--- config.mk ---
export PLATFORM = sky130hd
export DESIGN_NAME = ov7670_sccb_sender
export DESIGN_NICKNAME = d
export VERILOG_FILES = /design/src/rtl/ov7670_sccb_sender.sv
export SDC_FILE = /design/constraint.sdc
export NUM_CORES = 1
export LEC_CHECK = 0
export CORE_AREA = 2 2 85 87
export CTS_CLUSTER_DIAMETER = 200
export CTS_CLUSTER_SIZE = 40
export DETAILED_ROUTE_END_ITERATION = 10
export DIE_AREA = 0 0 87 89
export GPL_ROUTABILITY_DRIVEN = 0
export MAX_ROUTING_LAYER = met4
export PLACE_DENSITY = 0.68
export RECOVER_POWER = 25
export SYNTH_ARGS = -nofsm -noshare
export SYNTH_HDL_FRONTEND = slang
export SYNTH_SLANG_ARGS = --single-unit
--- constraint.sdc ---
create_clock -name clk -period 2.4 [get_ports clk]
set_input_delay 0.48 -clock clk [delete_from_list [all_inputs] [get_ports clk]]
set_output_delay 0.48 -clock clk [all_outputs]
set_load 0.02 [all_outputs]
--- src/rtl/ov7670_sccb_sender.sv ---
// ---------------------------------------------------------------------------
// ov7670_sccb_sender
//
// Write-only SCCB master for OV7670 bring-up. It sits directly behind the
// register-table ROM. Each 16-bit {register, value} entry is sent as one
// 3-phase write to DEVICE_ID. After each write, `advance` steps the table.
// When the table reports `finished`, the block parks in DONE.
//
// Bus timing is built from "quarters" of QUARTER clk cycles each:
//   START : 2 quarters (SDA falls while SCL high, then SCL low)
//   BITS  : 27 bits x 4 quarters (SCL low, low, high, high)
//   STOP  : 3 quarters (SCL low, SCL high, then SDA rises)
// That is 113 quarters per write. An idle GAP of GAP_CYCLES follows each
// write.
//
// Ports
//   clk          sole clock
//   rst          synchronous active-high reset; aborts any write in flight
//   command      [15:8] register address, [7:0] value (table ROM output)
//   finished     table exhausted
//   advance      1-cycle pulse on the first GAP cycle after a completed STOP
//   sioc         SCCB clock
//   siod_o       SCCB data out
//   siod_oe      1 = drive siod_o, 0 = release (ACK / don't-care bits)
//   busy         high in START, BITS, STOP and GAP
//   config_done  sticky, set once `finished` is seen in IDLE
// ---------------------------------------------------------------------------
module ov7670_sccb_sender #(
    parameter int         QUARTER    = 250,
    parameter int         GAP_CYCLES = 1000,
    parameter logic [7:0] DEVICE_ID  = 8'h42
) (
    input  logic        clk,
    input  logic        rst,
    input  logic [15:0] command,
    input  logic        finished,
    output logic        advance,
    output logic        sioc,
    output logic        siod_o,
    output logic        siod_oe,
    output logic        busy,
    output logic        config_done
);

    // QUARTER == 1 would give a zero-width counter; keep at least one bit.
    localparam int             QW       = (QUARTER > 1) ? $clog2(QUARTER) : 1;
    localparam int             GW       = $clog2(GAP_CYCLES + 1);
    localparam logic [QW-1:0]  Q_LAST   = QW'(QUARTER - 1);
    localparam logic [QW-1:0]  Q_ONE    = QW'(1);
    localparam logic [GW-1:0]  G_LAST   = GW'(GAP_CYCLES - 1);
    localparam logic [GW-1:0]  G_ONE    = GW'(1);
    localparam logic [4:0]     LAST_BIT = 5'd26;

    typedef enum logic [2:0] {
        S_GAP,
        S_IDLE,
        S_START,
        S_BITS,
        S_STOP,
        S_DONE
    } state_t;

    typedef struct packed {
        logic [7:0] addr;
        logic [7:0] data;
    } cmd_t;

    state_t         state;
    logic [QW-1:0]  q_cnt;     // cycle within the current quarter
    logic [1:0]     q_ph;      // quarter index within START/bit/STOP
    logic [4:0]     bit_idx;   // 0..26, MSB first
    logic [26:0]    shreg;     // frame; bit 26 is the bit currently on the bus
    logic [GW-1:0]  gap_cnt;
    cmd_t           cmd;
    logic           q_end;

    assign cmd   = cmd_t'(command);
    assign q_end = (q_cnt == Q_LAST);

    // The 9th bit of each byte is left to the slave. The bus is released
    // for the whole bit, and whatever comes back is ignored.
    function automatic logic is_ack(input logic [4:0] idx);
        return (idx == 5'd8) || (idx == 5'd17) || (idx == 5'd26);
    endfunction

    always_ff @(posedge clk) begin
        if (rst) begin
            // The gap restarts from zero. This gives the ROM time to leave
            // its post-reset output before IDLE samples `command`.
            state       <= S_GAP;
            q_cnt       <= '0;
            q_ph        <= '0;
            bit_idx     <= '0;
            shreg       <= '0;
            gap_cnt     <= '0;
            sioc        <= 1'b1;
            siod_o      <= 1'b1;
            siod_oe     <= 1'b1;
            advance     <= 1'b0;
            busy        <= 1'b1;
            config_done <= 1'b0;
        end else begin
            advance <= 1'b0;
            case (state)
                // Idle bus. The gap also covers the ROM's advance->command latency.
                S_GAP: begin
                    if (gap_cnt == G_LAST) begin
                        gap_cnt <= '0;
                        state   <= S_IDLE;
                        busy    <= 1'b0;
                    end else begin
                        gap_cnt <= gap_cnt + G_ONE;
                    end
                end

                // Single-cycle decision. This is the only cycle that
                // looks at `command` or `finished`.
                S_IDLE: begin
                    if (finished) begin
                        state       <= S_DONE;
                        config_done <= 1'b1;
                    end else begin
                        shreg   <= {DEVICE_ID, 1'b1, cmd.addr, 1'b1, cmd.data, 1'b1};
                        state   <= S_START;
                        q_cnt   <= '0;
                        q_ph    <= '0;
                        busy    <= 1'b1;
                        sioc    <= 1'b1;
                        siod_o  <= 1'b0;   // START: SDA falls while SCL high
                        siod_oe <= 1'b1;
                    end
                end

                S_START: begin
                    if (!q_end) begin
                        q_cnt <= q_cnt + Q_ONE;
                    end else begin
                        q_cnt <= '0;
                        if (q_ph == 2'd0) begin
                            q_ph <= 2'd1;
                            sioc <= 1'b0;
                        end else begin
                            state   <= S_BITS;
                            q_ph    <= 2'd0;
                            bit_idx <= '0;
                            siod_o  <= shreg[26];
                            siod_oe <= 1'b1;   // bit 0 is never an ACK slot
                        end
                    end
                end

                // Data changes only at the Q3->Q0 boundary. SCL is low in
                // the following quarter, so SDA is stable whenever SCL is high.
                S_BITS: begin
                    if (!q_end) begin
                        q_cnt <= q_cnt + Q_ONE;
                    end else begin
                        q_cnt <= '0;
                        q_ph  <= q_ph + 2'd1;   // 3 wraps to 0 for the next bit
                        case (q_ph)
                            2'd1: sioc <= 1'b1;
                            2'd3: begin
                                sioc <= 1'b0;
                                if (bit_idx == LAST_BIT) begin
                                    state   <= S_STOP;
                                    siod_o  <= 1'b0;
                                    siod_oe <= 1'b1;
                                end else begin
                                    bit_idx <= bit_idx + 5'd1;
                                    shreg   <= {shreg[25:0], 1'b0};
                                    siod_o  <= shreg[25];
                                    siod_oe <= !is_ack(bit_idx + 5'd1);
                                end
                            end
                            default: ;
                        endcase
                    end
                end

                S_STOP: begin
                    if (!q_end) begin
                        q_cnt <= q_cnt + Q_ONE;
                    end else begin
                        q_cnt <= '0;
                        q_ph  <= q_ph + 2'd1;
                        case (q_ph)
                            2'd0: sioc   <= 1'b1;
                            2'd1: siod_o <= 1'b1;   // STOP: SDA rises while SCL high
                            2'd2: begin
                                state   <= S_GAP;
                                q_ph    <= 2'd0;
                                gap_cnt <= '0;
                                advance <= 1'b1;
                            end
                            default: ;
                        endcase
                    end
                end

                S_DONE: begin
                    sioc        <= 1'b1;
                    siod_o      <= 1'b1;
                    siod_oe     <= 1'b1;
                    busy        <= 1'b0;
                    config_done <= 1'b1;
                end

                default: state <= S_GAP;
            endcase
        end
    end

endmodule

=== After elaboration in Yosys (flattened, before gate mapping) ===
Cells that the tools add are included.

* Add/subtract/negate cells: 4
* Multiplexer cells: 63
* Reduce and logical (&&, ||, !) cells: 27
* Equal/unequal tests: 29
* Bitwise gates (word level): 3

{| class="wikitable"
|+ Operators by type and width
! operator !! number
|-
| 27-bit 2-to-1 mux || 4
|-
| 27-bit one-hot mux with 2 select lines || 1
|-
| 10-bit 2-to-1 mux || 3
|-
| 3-bit 2-to-1 mux || 9
|-
| 2-bit inequality test, second input constant || 13
|-
| 5-bit 2-to-1 mux || 5
|-
| 1-bit 2-to-1 mux || 23
|-
| 10-bit one-hot mux with 2 select lines || 1
|-
| 3-bit one-hot mux with 6 select lines || 1
|-
| 8-bit 2-to-1 mux || 2
|-
| 8-bit one-hot mux with 2 select lines || 1
|-
| 8-bit AND reduction || 2
|-
| 5-bit == test, second input constant || 3
|-
| 6-bit AND reduction || 2
|-
| 10-bit by 1-bit adder with 10-bit output, second input constant || 1
|-
| 10-bit == test, second input constant || 1
|-
| 2-bit 2-to-1 mux || 5
|-
| 1-bit one-hot mux with 5 select lines || 2
|-
| 5-bit one-hot mux with 2 select lines || 1
|-
| 5-bit AND reduction || 2
|-
| 2-bit nonzero test || 5
|-
| 9-bit AND reduction || 1
|-
| 8-bit by 1-bit adder with 8-bit output, second input constant || 1
|-
| 8-bit == test, second input constant || 1
|-
| 25 further kinds || 36
|}

* Word-level logic and storage cells: 138
* Bits in registers: 61

=== Logic depth before layout (Yosys ltp) ===
Gate-level depths: netlist of the first run.

* Depth in word-level cells: 9
* Gate-level depth with buffers: 9
* Gate-level depth less buffers: 7

=== Worst setup path before layout of the first run ===
OpenSTA, ideal clock, no wires.

* Path kind: register -> register
* From: register bit_idx[0]
* To: register shreg[21]
* Clock period less this slack: 1993 ps
* Data arrival time: 1922 ps
* Library setup time: 71 ps
* Data required time: 2329 ps
* Cell stages (with the launch flop): 9
* Buffers on the path: 1
* Setup slack: 407 ps
* Cells stage by stage: dfxtp_1 inv_1 ha_1 and4b_4 nor4_4 o21ai_2 buf_6 or3_1 a21oi_1

* Cells in the longest elaborated chain, start to end: 3

{| class="wikitable"
|+ Ends and longest elaborated chain
! item !! RTL line !! source
|-
| from (decl) || 71 || <nowiki>logic [4:0] bit_idx;</nowiki>
|-
| from (signal assigned) || 169 || <nowiki>bit_idx <= bit_idx + 5'd1;</nowiki>
|-
| 5-bit == test || 164 || <nowiki>if (bit_idx == LAST_BIT) begin</nowiki>
|-
| 2-bit inequality test (no source line) || - ||
|-
| 5-bit AND reduction (no source line) || - ||
|-
| to (signal assigned) || 123 || <nowiki>shreg <= {DEVICE_ID, 1'b1, cmd.addr, 1'b1, cmd.data, 1'b1};</nowiki>
|-
| to (signal assigned) || 170 || <nowiki>shreg <= {shreg[25:0], 1'b0};</nowiki>
|-
| to (decl) || 72 || <nowiki>logic [26:0] shreg;</nowiki>
|}

No other way between the ends.
A chain may end at the register's enable or synchronous reset.

=== Final worst setup path of the first run ===
* From: register q_cnt[0]
* To: register shreg[19]

* Cells in the longest elaborated chain, start to end: 3

{| class="wikitable"
|+ Ends and longest elaborated chain
! item !! RTL line !! source
|-
| from (decl) || 69 || <nowiki>logic [QW-1:0] q_cnt;</nowiki>
|-
| from (signal assigned) || 136 || <nowiki>q_cnt <= q_cnt + Q_ONE;</nowiki>
|-
| from (signal assigned) || 156 || <nowiki>q_cnt <= q_cnt + Q_ONE;</nowiki>
|-
| from (signal assigned) || 182 || <nowiki>q_cnt <= q_cnt + Q_ONE;</nowiki>
|-
| 8-bit == test || 78 || <nowiki>assign q_end = (q_cnt == Q_LAST);</nowiki>
|-
| 2-bit inequality test (no source line) || - ||
|-
| 5-bit AND reduction (no source line) || - ||
|}

No other way between the ends.

==> flow_summary.toml, run 1 <==
[sta]
fmax_mhz = 475
setup-violations-final = 0
fin_skew_ps = 7.45
finalMaxSlewViolations = 0
max_slew.worst_pin.slew_ps = 693
setup_tns_ps = 0
hold_viol_final = 0
rsz0062_at_grt = "false"
fin_crit_sh_pct = 87.7
relSlewSlack_pct = 53.4
fin_crit_ps = 2100

[grt]
antenna_found_initial = 0
gr-usage-all-layers_pct = 20.8
grt_start_max_net_pins = 35
gr-total-overflow = 0
grt_pass1_wl_um = 12300
grt_pass1_vias = 2595

[route]
dr.pass1.iters = 5
wl_per_cell_um = 14.2
drt_drc_violations_left = 0
route.vias.total = 2966
drt_iter0_drc = 188
via_per_inst = 5.68
ant_nets = 0
routed_wl_um = 7390

[clock_network]
cts_tree = "built"
clk_latency_ps = 340
numCtsBuffers = 9
path_clk_slew_ps = 80
ctsResizeCount = 0
clk_path_buf_depth = 2
cts_hold_buf = 0
htreeDepth = 3
cts_setup_buffers = 0
root_buffer = "clkbuf_8"
clock-sinks = 61

[floorplanning]
die_w_um = 87
core-area_um2 = 6720
row_count = 30
initial_utilization_pct = 49.0
pin_count = 25
die_y_um = 89
die_area_um2 = 7740

[worst_setup_path]
critPathLaunch = "q_cnt[0]"
crit_path_end_kind = "flop"
worstPathArrival_ps = 2380
worstPathMaxFanout = 33
cp_slowest_cell = "nor4_4"
worstReg2RegStart = "q_cnt[0]"
crit_type = "reg2reg"
path_delay_family = "simple AND/OR/NAND/NOR gates"
critPathBufInv = 1
critPathMaxStageDelay_ps = 440
crit_chain = "ha_1 -> nand3b_1 -> nor4_4 -> o21ai_2 -> buf_12 -> or3_1 -> a21oi_1"
required_ps = 2680
cp-start-kind = "flop"

[placement]
dp_hpwl_um = 5060
dpl-instance-area_um2 = 3690
port_buffers = 24

[yosys]
ys_async_sr_fraction_pct = 0
ys_types = 55
ys.flop_type = "dfxtp_1"
syn_nets = 439
seq_area_frac_synth_pct = 37.1
synth_seq_cells = 61
avgSynthCellArea_um2 = 8.07
synth-edff-count = 0
yosysWarnings = 0
synth_area_um2 = 3290
syn_inst = 408

[hold_path]
worstHoldPathType = "reg2reg"
hold_path_startpoint = "config_done"

[status]
outcome = "complete, no violations"

[layout]
fin_nets = 468
design_area_um2 = 3870
syn_to_final_growth_pct = 17.6
drive_gt1_share_pct = 10.6
n_antenna_cell = 0

[pwr]
p_leak_nw = 1.40
power_density_nw_per_um2 = 848
ir_worst_vdd_v = 0.000393

[job]
maxCapViolations = 0
[sequential cells by signal (all words and copies together), names as in the netlist]
signal       cells
siod_o           1
config_done      1
q_ph             2
bit_idx          5
q_cnt            8
advance          1
state            3
siod_oe          1
sioc             1
shreg           27
busy             1
gap_cnt         10
[cell type report]
| cell class | instances | area (um^2) |
|---|---|---|
| fill | 631 | 2840 |
| clock buffer | 9 | 124 |
| inverter | 14 | 52.6 |
| multi-input combinational | 308 | 1910 |
| sequential | 61 | 1220 |
| tap | 80 | 100 |
| timing repair buffer | 43 | 395 |
| clock inverter | 7 | 75.1 |
[metrics by stage]
step | cells | power (mW) | hold WS [ps] | setup slack, ps | utilization (%)
2_1_floorplan | 408 | 2.03 | 432 | 407 | -
3_3_place_gp | 506 | 2.37 | 434 | 317 | 54.9
3_5_place_dp | 506 | 2.39 | 443 | 315 | 54.9
4_1_cts | 522 | 3.32 | 457 | 316 | 57.9
5_1_grt | 522 | 3.48 | 471 | 133 | 57.7
6_report | 522 | 3.29 | 450 | 296 | 57.7
[cell families (layout without fill, tap and decap cells)]
group	count (synthesis)	in the layout	share of synthesized area, %
compound gates	122	122	24.9
xor+xnor	9	9	2.39
flops	61	61	37.1
simple gates	161	161	24.9
buf+inv	39	73	4.90
fa+ha+maj	12	12	4.56
mux	4	4	1.25
[where the power goes]
part	total, mW	switching, mW	internal, mW
Combinational	1.07	0.641	0.431
Clock	0.925	0.441	0.484
Sequential	1.29	0.148	1.14
[synthesized netlist by cell type (all sizes together) (4+ instances only)]
cell     instances  area [um^2]
o2111ai          9         78.8
a211oi          11         82.6
nand2b           5         31.3
nor4             5         67.6
nor3             9         45.0
nor2b            4         25.0
nand3            7         35.0
a311oi           4         35.0
ha              12          150
nor2            33          124
xnor2            6         52.6
nand2           73          274
clkbuf          18         67.6
nand4            5         46.3
o21ai           13         68.8
a21oi           43          215
inv             14         52.6
dfxtp           61         1220
a21o            20          150
a22oi            5         37.5
buf              7         41.3
[worst paths after layout]
path                 end  slack (ps)  depth (start not counted)
min          config_done         450                          2
min reg2reg  config_done         450                          2
max            shreg[19]         300                          7
max reg2reg    shreg[19]         300                          7
[layer usage]
metal	part of all wire, %	global-route usage [%]	up-vias
li1	-	-	1514
met1	48	27.4	1384
met2	47	31.7	64
met3	4.1	4.80	4
met4	0.65	6.82	0
met5	0	-	-
[worst reg2reg max path, stage by stage, from the launching register on]
cell      delay [ps]
dfxtp_1          400
ha_1             170
nand3b_1         220
nor4_4           440
o21ai_2          140
buf_12           180
or3_1            360
a21oi_1          130
[placed cells by master (no fill, tap or decap), types with 3 or more instances in the layout]
cell	n
clkbuf_8	9
buf_4	15
a21o_1	20
a22oi_1	5
xor2_1	3
dlygate4sd3_1	6
nand4_1	4
xnor2_1	6
o2111ai_1	9
dfxtp_1	61
or3_1	3
nor3_1	9
nand3_1	7
nor2b_1	4
o21ai_0	12
a21oi_1	43
nor3b_1	3
a311oi_1	4
ha_1	12
nand2b_1	5
and3_1	3
a41oi_1	3
clkdlybuf4s50_1	17
nand2_1	73
mux2i_1	3
clkinv_4	3
nor2_1	33
inv_1	14
a211oi_1	11
No activity file was read; power rests on OpenSTA's default activity.
==> inputs of run 2 (changes only) <==
--- a/config.mk
+++ b/config.mk
@@ -5,12 +5,12 @@
 export SDC_FILE = /design/constraint.sdc
 export NUM_CORES = 1
 export LEC_CHECK = 0
+export CAP_MARGIN = 40
 export CORE_AREA = 2 2 85 87
 export CTS_CLUSTER_DIAMETER = 200
 export CTS_CLUSTER_SIZE = 40
 export DETAILED_ROUTE_END_ITERATION = 10
 export DIE_AREA = 0 0 87 89
-export GPL_ROUTABILITY_DRIVEN = 0
 export MAX_ROUTING_LAYER = met4
 export PLACE_DENSITY = 0.68
 export RECOVER_POWER = 25
==> results of run 2 <==
Final layout, timing and power as in run 1 (identical DEF).
==> inputs of run 3 (changes only) <==
--- a/config.mk
+++ b/config.mk
@@ -11,6 +11,7 @@
 export CTS_CLUSTER_SIZE = 40
 export DETAILED_ROUTE_END_ITERATION = 10
 export DIE_AREA = 0 0 87 89
+export GPL_ROUTABILITY_DRIVEN = 0
 export MAX_ROUTING_LAYER = met4
 export PLACE_DENSITY = 0.68
 export RECOVER_POWER = 25
==> results of run 3 <==
Final layout, timing and power as in run 1 (identical DEF).
